### src/rtl/alu_scheduler.sv
// ---------------------------------------------------------------------------
// alu_scheduler
//
// Shares one combinational ALU among NumReq clients. A single transaction is
// in flight at a time: a client request is granted round-robin, its operands
// and op code are registered onto the ALU inputs, the ALU result and zero flag
// are registered one cycle later, and the response is offered back to the
// client that owns the transaction.
//
// Handshake rule (both request and response channels): a transfer happens on
// a rising clock edge where valid and ready are both 1 for the same client.
// Valid, once raised, is held by its source until that edge. Ready may depend
// combinationally on valid (the request grant does).
//
// Ports
//   clk_i, rst_ni       clock, asynchronous active-low reset
//   req_valid_i[k]      client k has a request
//   req_ready_o[k]      client k's request is accepted this cycle (one-hot/0)
//   req_a_i, req_b_i    operands, client k at [k*Width +: Width]
//   req_op_i            ALU op code, client k at [k*3 +: 3]
//   resp_valid_o[k]     response available for owning client k
//   resp_ready_i[k]     client k consumes the response
//   resp_result_o       registered ALU result (shared by all clients)
//   resp_zero_o         registered ALU zero flag
//   alu_a_o, alu_b_o    ALU operands (registered)
//   alu_control_o       ALU op code (registered)
//   alu_result_i        ALU result, combinational from alu_*_o
//   alu_zero_i          ALU zero flag
//   dbg_state_o         current FSM state (0 IDLE, 1 EXEC, 2 RESP)
// ---------------------------------------------------------------------------
module alu_scheduler #(
  parameter int unsigned Width  = 32,
  parameter int unsigned NumReq = 2
) (
  input  logic                    clk_i,
  input  logic                    rst_ni,
  input  logic [NumReq-1:0]       req_valid_i,
  output logic [NumReq-1:0]       req_ready_o,
  input  logic [NumReq*Width-1:0] req_a_i,
  input  logic [NumReq*Width-1:0] req_b_i,
  input  logic [NumReq*3-1:0]     req_op_i,
  output logic [NumReq-1:0]       resp_valid_o,
  input  logic [NumReq-1:0]       resp_ready_i,
  output logic [Width-1:0]        resp_result_o,
  output logic                    resp_zero_o,
  output logic [Width-1:0]        alu_a_o,
  output logic [Width-1:0]        alu_b_o,
  output logic [2:0]              alu_control_o,
  input  logic [Width-1:0]        alu_result_i,
  input  logic                    alu_zero_i,
  output logic [1:0]              dbg_state_o
);

  localparam int unsigned PtrW  = (NumReq > 1) ? $clog2(NumReq) : 1;
  // One extra bit so ptr + offset can exceed NumReq before wrapping.
  localparam int unsigned CandW = PtrW + 1;

  typedef enum logic [1:0] {
    IDLE = 2'd0,
    EXEC = 2'd1,
    RESP = 2'd2
  } state_e;

  state_e            state_q, state_d;
  logic [PtrW-1:0]   ptr_q, ptr_d;
  logic [PtrW-1:0]   own_q, own_d;
  logic [Width-1:0]  alu_a_q, alu_a_d;
  logic [Width-1:0]  alu_b_q, alu_b_d;
  logic [2:0]        alu_ctl_q, alu_ctl_d;
  logic [Width-1:0]  result_q, result_d;
  logic              zero_q, zero_d;

  logic              grant_found;
  logic [PtrW-1:0]   grant_idx;
  logic [NumReq-1:0] req_ready_raw;
  logic [NumReq-1:0] resp_valid_raw;

  // -------------------------------------------------------------------------
  // Round-robin pick: first valid client at or after ptr_q, wrapping.
  // -------------------------------------------------------------------------
  always_comb begin
    logic [CandW-1:0] cand;
    grant_found = 1'b0;
    grant_idx   = '0;
    cand        = '0;
    for (int i = 0; i < NumReq; i++) begin
      cand = {1'b0, ptr_q} + CandW'(i);
      if (cand >= CandW'(NumReq)) begin
        cand = cand - CandW'(NumReq);
      end
      if (!grant_found && req_valid_i[cand[PtrW-1:0]]) begin
        grant_found = 1'b1;
        grant_idx   = cand[PtrW-1:0];
      end
    end
  end

  // -------------------------------------------------------------------------
  // Next-state and handshake outputs.
  // -------------------------------------------------------------------------
  always_comb begin
    state_d        = state_q;
    ptr_d          = ptr_q;
    own_d          = own_q;
    alu_a_d        = alu_a_q;
    alu_b_d        = alu_b_q;
    alu_ctl_d      = alu_ctl_q;
    result_d       = result_q;
    zero_d         = zero_q;
    req_ready_raw  = '0;
    resp_valid_raw = '0;

    case (state_q)
      IDLE: begin
        if (grant_found) begin
          // Ready is raised only because the winner is valid, so this is
          // also the request handshake.
          req_ready_raw[grant_idx] = 1'b1;
          alu_a_d   = req_a_i[grant_idx*Width +: Width];
          alu_b_d   = req_b_i[grant_idx*Width +: Width];
          alu_ctl_d = req_op_i[grant_idx*3 +: 3];
          own_d     = grant_idx;
          // Pointer moves past the winner only on a handshake, which bounds
          // any waiting client to NumReq transactions.
          if (grant_idx == PtrW'(NumReq - 1)) begin
            ptr_d = '0;
          end else begin
            ptr_d = grant_idx + PtrW'(1);
          end
          state_d = EXEC;
        end
      end

      EXEC: begin
        // ALU inputs have been stable for this whole cycle.
        result_d = alu_result_i;
        zero_d   = alu_zero_i;
        state_d  = RESP;
      end

      RESP: begin
        resp_valid_raw[own_q] = 1'b1;
        // Ready from clients other than the owner has no effect.
        if (resp_ready_i[own_q]) begin
          state_d = IDLE;
        end
      end

      default: begin
        state_d = IDLE;
      end
    endcase
  end

  // -------------------------------------------------------------------------
  // State registers.
  // -------------------------------------------------------------------------
  always_ff @(posedge clk_i or negedge rst_ni) begin
    if (!rst_ni) begin
      state_q   <= IDLE;
      ptr_q     <= '0;
      own_q     <= '0;
      alu_a_q   <= '0;
      alu_b_q   <= '0;
      alu_ctl_q <= 3'b000;
      result_q  <= '0;
      zero_q    <= 1'b0;
    end else begin
      state_q   <= state_d;
      ptr_q     <= ptr_d;
      own_q     <= own_d;
      alu_a_q   <= alu_a_d;
      alu_b_q   <= alu_b_d;
      alu_ctl_q <= alu_ctl_d;
      result_q  <= result_d;
      zero_q    <= zero_d;
    end
  end

  // Reset forces the FSM to IDLE, where the grant is purely combinational;
  // gating with rst_ni keeps ready low for the whole reset interval.
  assign req_ready_o   = req_ready_raw & {NumReq{rst_ni}};
  assign resp_valid_o  = resp_valid_raw;
  assign resp_result_o = result_q;
  assign resp_zero_o   = zero_q;
  assign alu_a_o       = alu_a_q;
  assign alu_b_o       = alu_b_q;
  assign alu_control_o = alu_ctl_q;
  assign dbg_state_o   = state_q;

endmodule

### config.mk
export PLATFORM = sky130hd
export DESIGN_NAME = alu_scheduler
export DESIGN_NICKNAME = d
export VERILOG_FILES = /design/src/rtl/alu_scheduler.sv
export SDC_FILE = /design/constraint.sdc
export NUM_CORES = 1
export LEC_CHECK = 0
export CAP_MARGIN = 30
export CORE_UTILIZATION = 39
export DETAILED_ROUTE_END_ITERATION = 12
export PLACE_DENSITY = 0.81
export SLEW_MARGIN = 20
export SYNTH_ARGS = -nofsm -noshare
export SYNTH_HDL_FRONTEND = slang
export SYNTH_SLANG_ARGS = --single-unit
### constraint.sdc
create_clock -name clk_i -period 2 [get_ports clk_i]
set_input_delay 0.2 -clock clk_i [delete_from_list [all_inputs] [get_ports clk_i]]
set_output_delay 0.2 -clock clk_i [all_outputs]
set_load 0.01 [all_outputs]
# Yosys cells after proc, flatten, opt, wreduce, memory -nomap -nowiden
# Cells that the tools add are included.
# op_classes
order_cmp	8
n_mux	23
shift	3
addsub	4
eq_ne	4
mul	1
n_reduce_logical	7
n_bitwise	1
# ops
op	n
$shiftx 64x7->32	2
$mux 1	15
$mux 2	5
$lt 1x2->1 const B	4
$pmux 2 s3	1
$shiftx 6x4->3	1
$ne 2x2->1 const B	2
$reduce_and 2->1	2
$logic_and 1x1->1	3
$mul 1x2->3 const B	1
$add 1x1->2 const B	1
$and 2x2->2	1
$demux 1 s1	2
$eq 2x1->1 const B	1
$eq 2x2->1 const B	1
$ge 1x1->1 const B	2
$ge 1x2->1 const B	1
$ge 2x2->1 const B	1
$logic_not 2->1	1
$sub 1x1->1 const B	2
$add 1x1->1 const B	1
$logic_not 1->1	1
# totals
reg_bits	104

# Logic depth before layout (Yosys ltp)
# depth
word_depth	15
depth_mapped	6
ltp_nobuf	3

# Worst setup path before layout
# Ideal clock, no wire load.
# synth_path
path_type	reg2out
from	register state_q[1] (netlist: dbg_state_o[1])
to	output port req_ready_o[0]
setup_slack_ns	0.244
arrival_ns	1.556
path_stages_with_launch	7
path_cell_list	dfrtp_1 > or2_1 > buf_2 > a211o_1 > buf_2 > buf_6 > nor2_1
# synth_between
elab_chain_cells	3
# synth_lines
element	line	text
start: declaration	64	state_e state_q, state_d;
start signal: assignment	169	state_q <= state_d;
$logic_not 2->1	113	case (state_q)
$mux 2	113	
$and 2x2->2	182	assign req_ready_o = req_ready_raw & {NumReq{rst_ni}};
end: declaration	38	output logic [NumReq-1:0] req_ready_o,
# Every way passes these cells.

# Worst setup path in the final report
# Ends and elaborated chain as after synthesis.

==> metrics.md <==
| Metric | Value |
|---|---|
| Vias in the first global route | 4984 |
| Critical path data required time | 1.80 ns |
| Yosys synthesis warning count | 0 |
| Async SR Flop Fraction | 100% |
| Total number of H-tree levels | 3 |
| Final hold violation count | 0 |
| Non-Filler Instances | 891 |
| Placed inst area | 7920 µm² |
| Clk pwr share | between 15 and 20% |
| Sink Count | around 100 |
| Die ar. | roughly 13000 µm² |
| Antenna violations before repair | 0 |
| Nets | 887 |
| Dpl ws | -0.111 ns |
| Post-route ant nets | 0 |
| Largest stage delay, worst path | 0.37 ns |
| Grt met1 use | 30.7% |
| Setup WS post-layout | 0.0956 ns |
| Clock buffer depth | 2 |
| Sequential Power Share | 31.5% |
| Hold Path Class | input pin to register |
| Fill cells | 1003 |
| Most frequent cell after synthesis | dfrtp_1 |
| Critical Path AT | 1.70 ns |
| Antenna cells | 0 |
| Fraction of layout cells with a size suffix above 1 | 13.2% |
| CTS clk-pin slew, worst paths | 0.07 ns |
| Die X | 115 µm |
| CP bufs+invs | 1 |
| Core area | 12600 µm² |
| Combinational power share | a little over half |
| Routed wire length | 17.0 mm |
| Register bit count reported by yosys | 104 |
| Worst Hold End | alu_a_o[13]$_DFFE_PN0P_ |
| Clk_lat worst skew | around 0.34 ns |
| Total clock buffers created by CTS | 9 |
| Share of the synthesized area in the top cell type | 52.0% |
| Pin count of the biggest net entering global routing | 76 |
| Net Sw Frac | 35.1% |
| Leak Pwr | 3.38 nW |
| Family with the most delay on the worst path | simple AND/OR/NAND/NOR gates |
| Residual DRC count | 0 |
| Crit Path Max Fanout | 2 |
| EDFF count, synth | 0 |
| Layout Skew | between 0.007 and 0.008 ns |
| FMAX | 525 MHz |
| Hold WS | between 0.4 and 0.5 ns |
| Pwr per Cell Area | 1460 nW/µm² |
| Max_cap viols | 0 |
| R2R setup slack | 0.25 ns |
| CTS tree | yes |
| Synth unique cells | 22 |
| Critical R2R Capture | alu_b_o[22]$_DFFE_PN0P_ |
| Final GP Congestion | around 0.78 |
| HP Start | req_valid_i[1] |
| Cell area after synthesis | roughly 5000 µm² |
| Sequential element share of the synthesized area | 52.0% |
| DR iter-0 viols | 435 |
| WS Path Type | register to output pin |
| DR vias | 4878 |
| RSZ-0062 raised after global routing | no |
| Synth area leaders | dfrtp_1 (52%), mux2_2 (7.6%), nand4_1 (5.7%) |
| Top_reg_cell synth | dfrtp_1 |
| CTS root buf | clkbuf_16 |
| Core Rows | between 40 and 50 |
| Crit end category | output pin |
| Worst Max-Slew Pin Slew | between 0.7 and 0.8 ns |
| Status | completed |
| Gr ovfl total | 0 |
| Final period utilization | 95.2% |
| Multi-input gate area | 2000 µm² |
| First-pass GRT wire length | 26.1 mm |
| M2 GR Usage | 45.1% |
| Initial core utilization | 39.9% |
| IO Port Bufs | 278 |
| Reg2Reg Depth | 4 |
| Max transition margin | between 50% and 60% |
| Most area-hungry cell type in the Yosys netlist | dfrtp_1 |
| M3 GR Usage | around 5.3% |
| DP Wirelength | 12.2 mm |
| Max-slew violation count | 0 |
| Die height | 115 µm |
| Mapped Nets | 628 |
| I/O pin cnt | 279 |
| Synth Instances | about 460 |
| Hold path cells | 4 |
| WL/cell | between 15 and 20 µm |
| Tmin final | 1.90 ns |
| Worst IR Drop VDD | between 0.0007 and 0.0008 V |
| Syn_area_per_cell | 11.0 µm² |
| Drt via density | 5.47 |
| Int Pwr | 0.00781 W |
| Worst r2r src | dbg_state_o[1]$_DFFE_PN0P_ |
| FF/Latch Area | 2600 µm² |
| Critical path cell sequence | or2_2 -> a211o_2 -> nor2_1 -> clkdlybuf4s15_1 |
| Layout area overhead | 65.0% |
| Final setup viols | 0 |
| Busiest grt layer | met2 |
| Kind of start point of the critical path | register |
| Switching pwr | between 0.004 and 0.005 W |
| Final Cell Area | 8260 µm² |
| Setup TNS | 0 ns |
| Placed cell count | 874 |
| Router iterations before antenna repair | 6 |
| Critical path's slowest cell | dfrtp_1 |
| Commonest cells in the netlist | dfrtp_1 (104), inv_1 (49), o21ai_0 (48) |
| GRT Util Overall | 25.7% |
==> power by group through the flow <==
stage / sequential (W) / combinational [W] / clock, W
final: 0.00379 / 0.00629 / 0.00195
after floorplan: 0.00421 / 0.00263 / 0
after detailed placement: 0.00382 / 0.00632 / 0
after global placement: 0.00376 / 0.00613 / 0
after CTS: 0.00379 / 0.00633 / 0.00200
after global routing: 0.00391 / 0.00674 / 0.00209
==> repair_timing <==
item,4_1_cts,5_1_grt
setup buffers,0,0
hold buffers,1,0
endpoints found under the setup margin,2,1
hold endpoints to repair,52,0
resized for setup,2,1
==> routing by layer <==
metal / wire (µm) / part of all wire, % / up-vias
li1: - / - / 2211
met1: 6640 / 39 / 2392
met2: 8680 / 51 / 241
met3: 1170 / 6.9 / 34
met4: 454 / 2.7 / 0
met5: 0 / 0 / -
==> per-stage QoR <==
step / total power [W] / util [%]
2_1_floorplan: 0.00685 / -
3_3_place_gp: 0.00989 / 63.0
3_5_place_dp: 0.0101 / 63.0
4_1_cts: 0.0121 / 65.7
5_1_grt: 0.0127 / 65.8
6_report: 0.0120 / 65.8
==> flip-flops by register name, summed over array words and instances, names as in the netlist <==
name           cells
alu_a_o           32
alu_b_o           32
resp_result_o     32
alu_control_o      3
dbg_state_o        2
own_q              1
ptr_q              1
resp_zero_o        1
==> cell families after synthesis <==
group	after synthesis	share of synthesized area (%)
AO/OA/AOI/OAI	159	24.8
flip-flops	104	52.0
buffers and inverters	100	8.52
AND/OR/NAND/NOR	58	7.04
multiplexers	34	7.64
==> layout by cell type, fill, tap and decap left out, types with 2 or more instances in the layout <==
cell type        instances
dfrtp_1                104
nand2b_1                 2
clkbuf_8                 2
nand4_1                 46
o22a_1                  21
mux2_2                  34
nor2_1                   3
buf_4                   21
bufinv_16                2
a21boi_0                21
clkdlybuf4s50_1        274
nor2_4                   2
a311o_1                 21
o211ai_2                18
clkbuf_16                9
o211ai_1                28
inv_1                   49
o21ai_0                 48
==> worst max-delay path by stage <==
| stage | startpoint | endpoint | depth (start not counted) |
|---|---|---|---|
| floorplan | dbg_state_o[1]$_DFFE_PN0P_ | req_ready_o[0] | 6 |
| global placement | req_valid_i[0] | alu_control_o[2]$_DFFE_PN0P_ | 7 |
| detailed placement | req_valid_i[0] | alu_b_o[22]$_DFFE_PN0P_ | 7 |
| CTS | dbg_state_o[1]$_DFFE_PN0P_ | req_ready_o[0] | 4 |
| global route | dbg_state_o[1]$_DFFE_PN0P_ | req_ready_o[0] | 4 |
| finish | dbg_state_o[1]$_DFFE_PN0P_ | req_ready_o[0] | 4 |
==> worst min-delay path: stages <==
cell,delay (ns)
buf_2,0.15
buf_4,0.20
nand4_1,0.08
o211ai_1,0.08
==> layout make-up <==
type | instances | share of cell area, %
tap | 172 | 2.60
clock inverter | 4 | 0.924
sequential | 104 | 31.5
clock buffer | 12 | 3.10
multi-input combinational | 251 | 24.1
inverter | 49 | 2.23
timing repair buffer | 299 | 35.5
(Power assumes the default switching activity.)
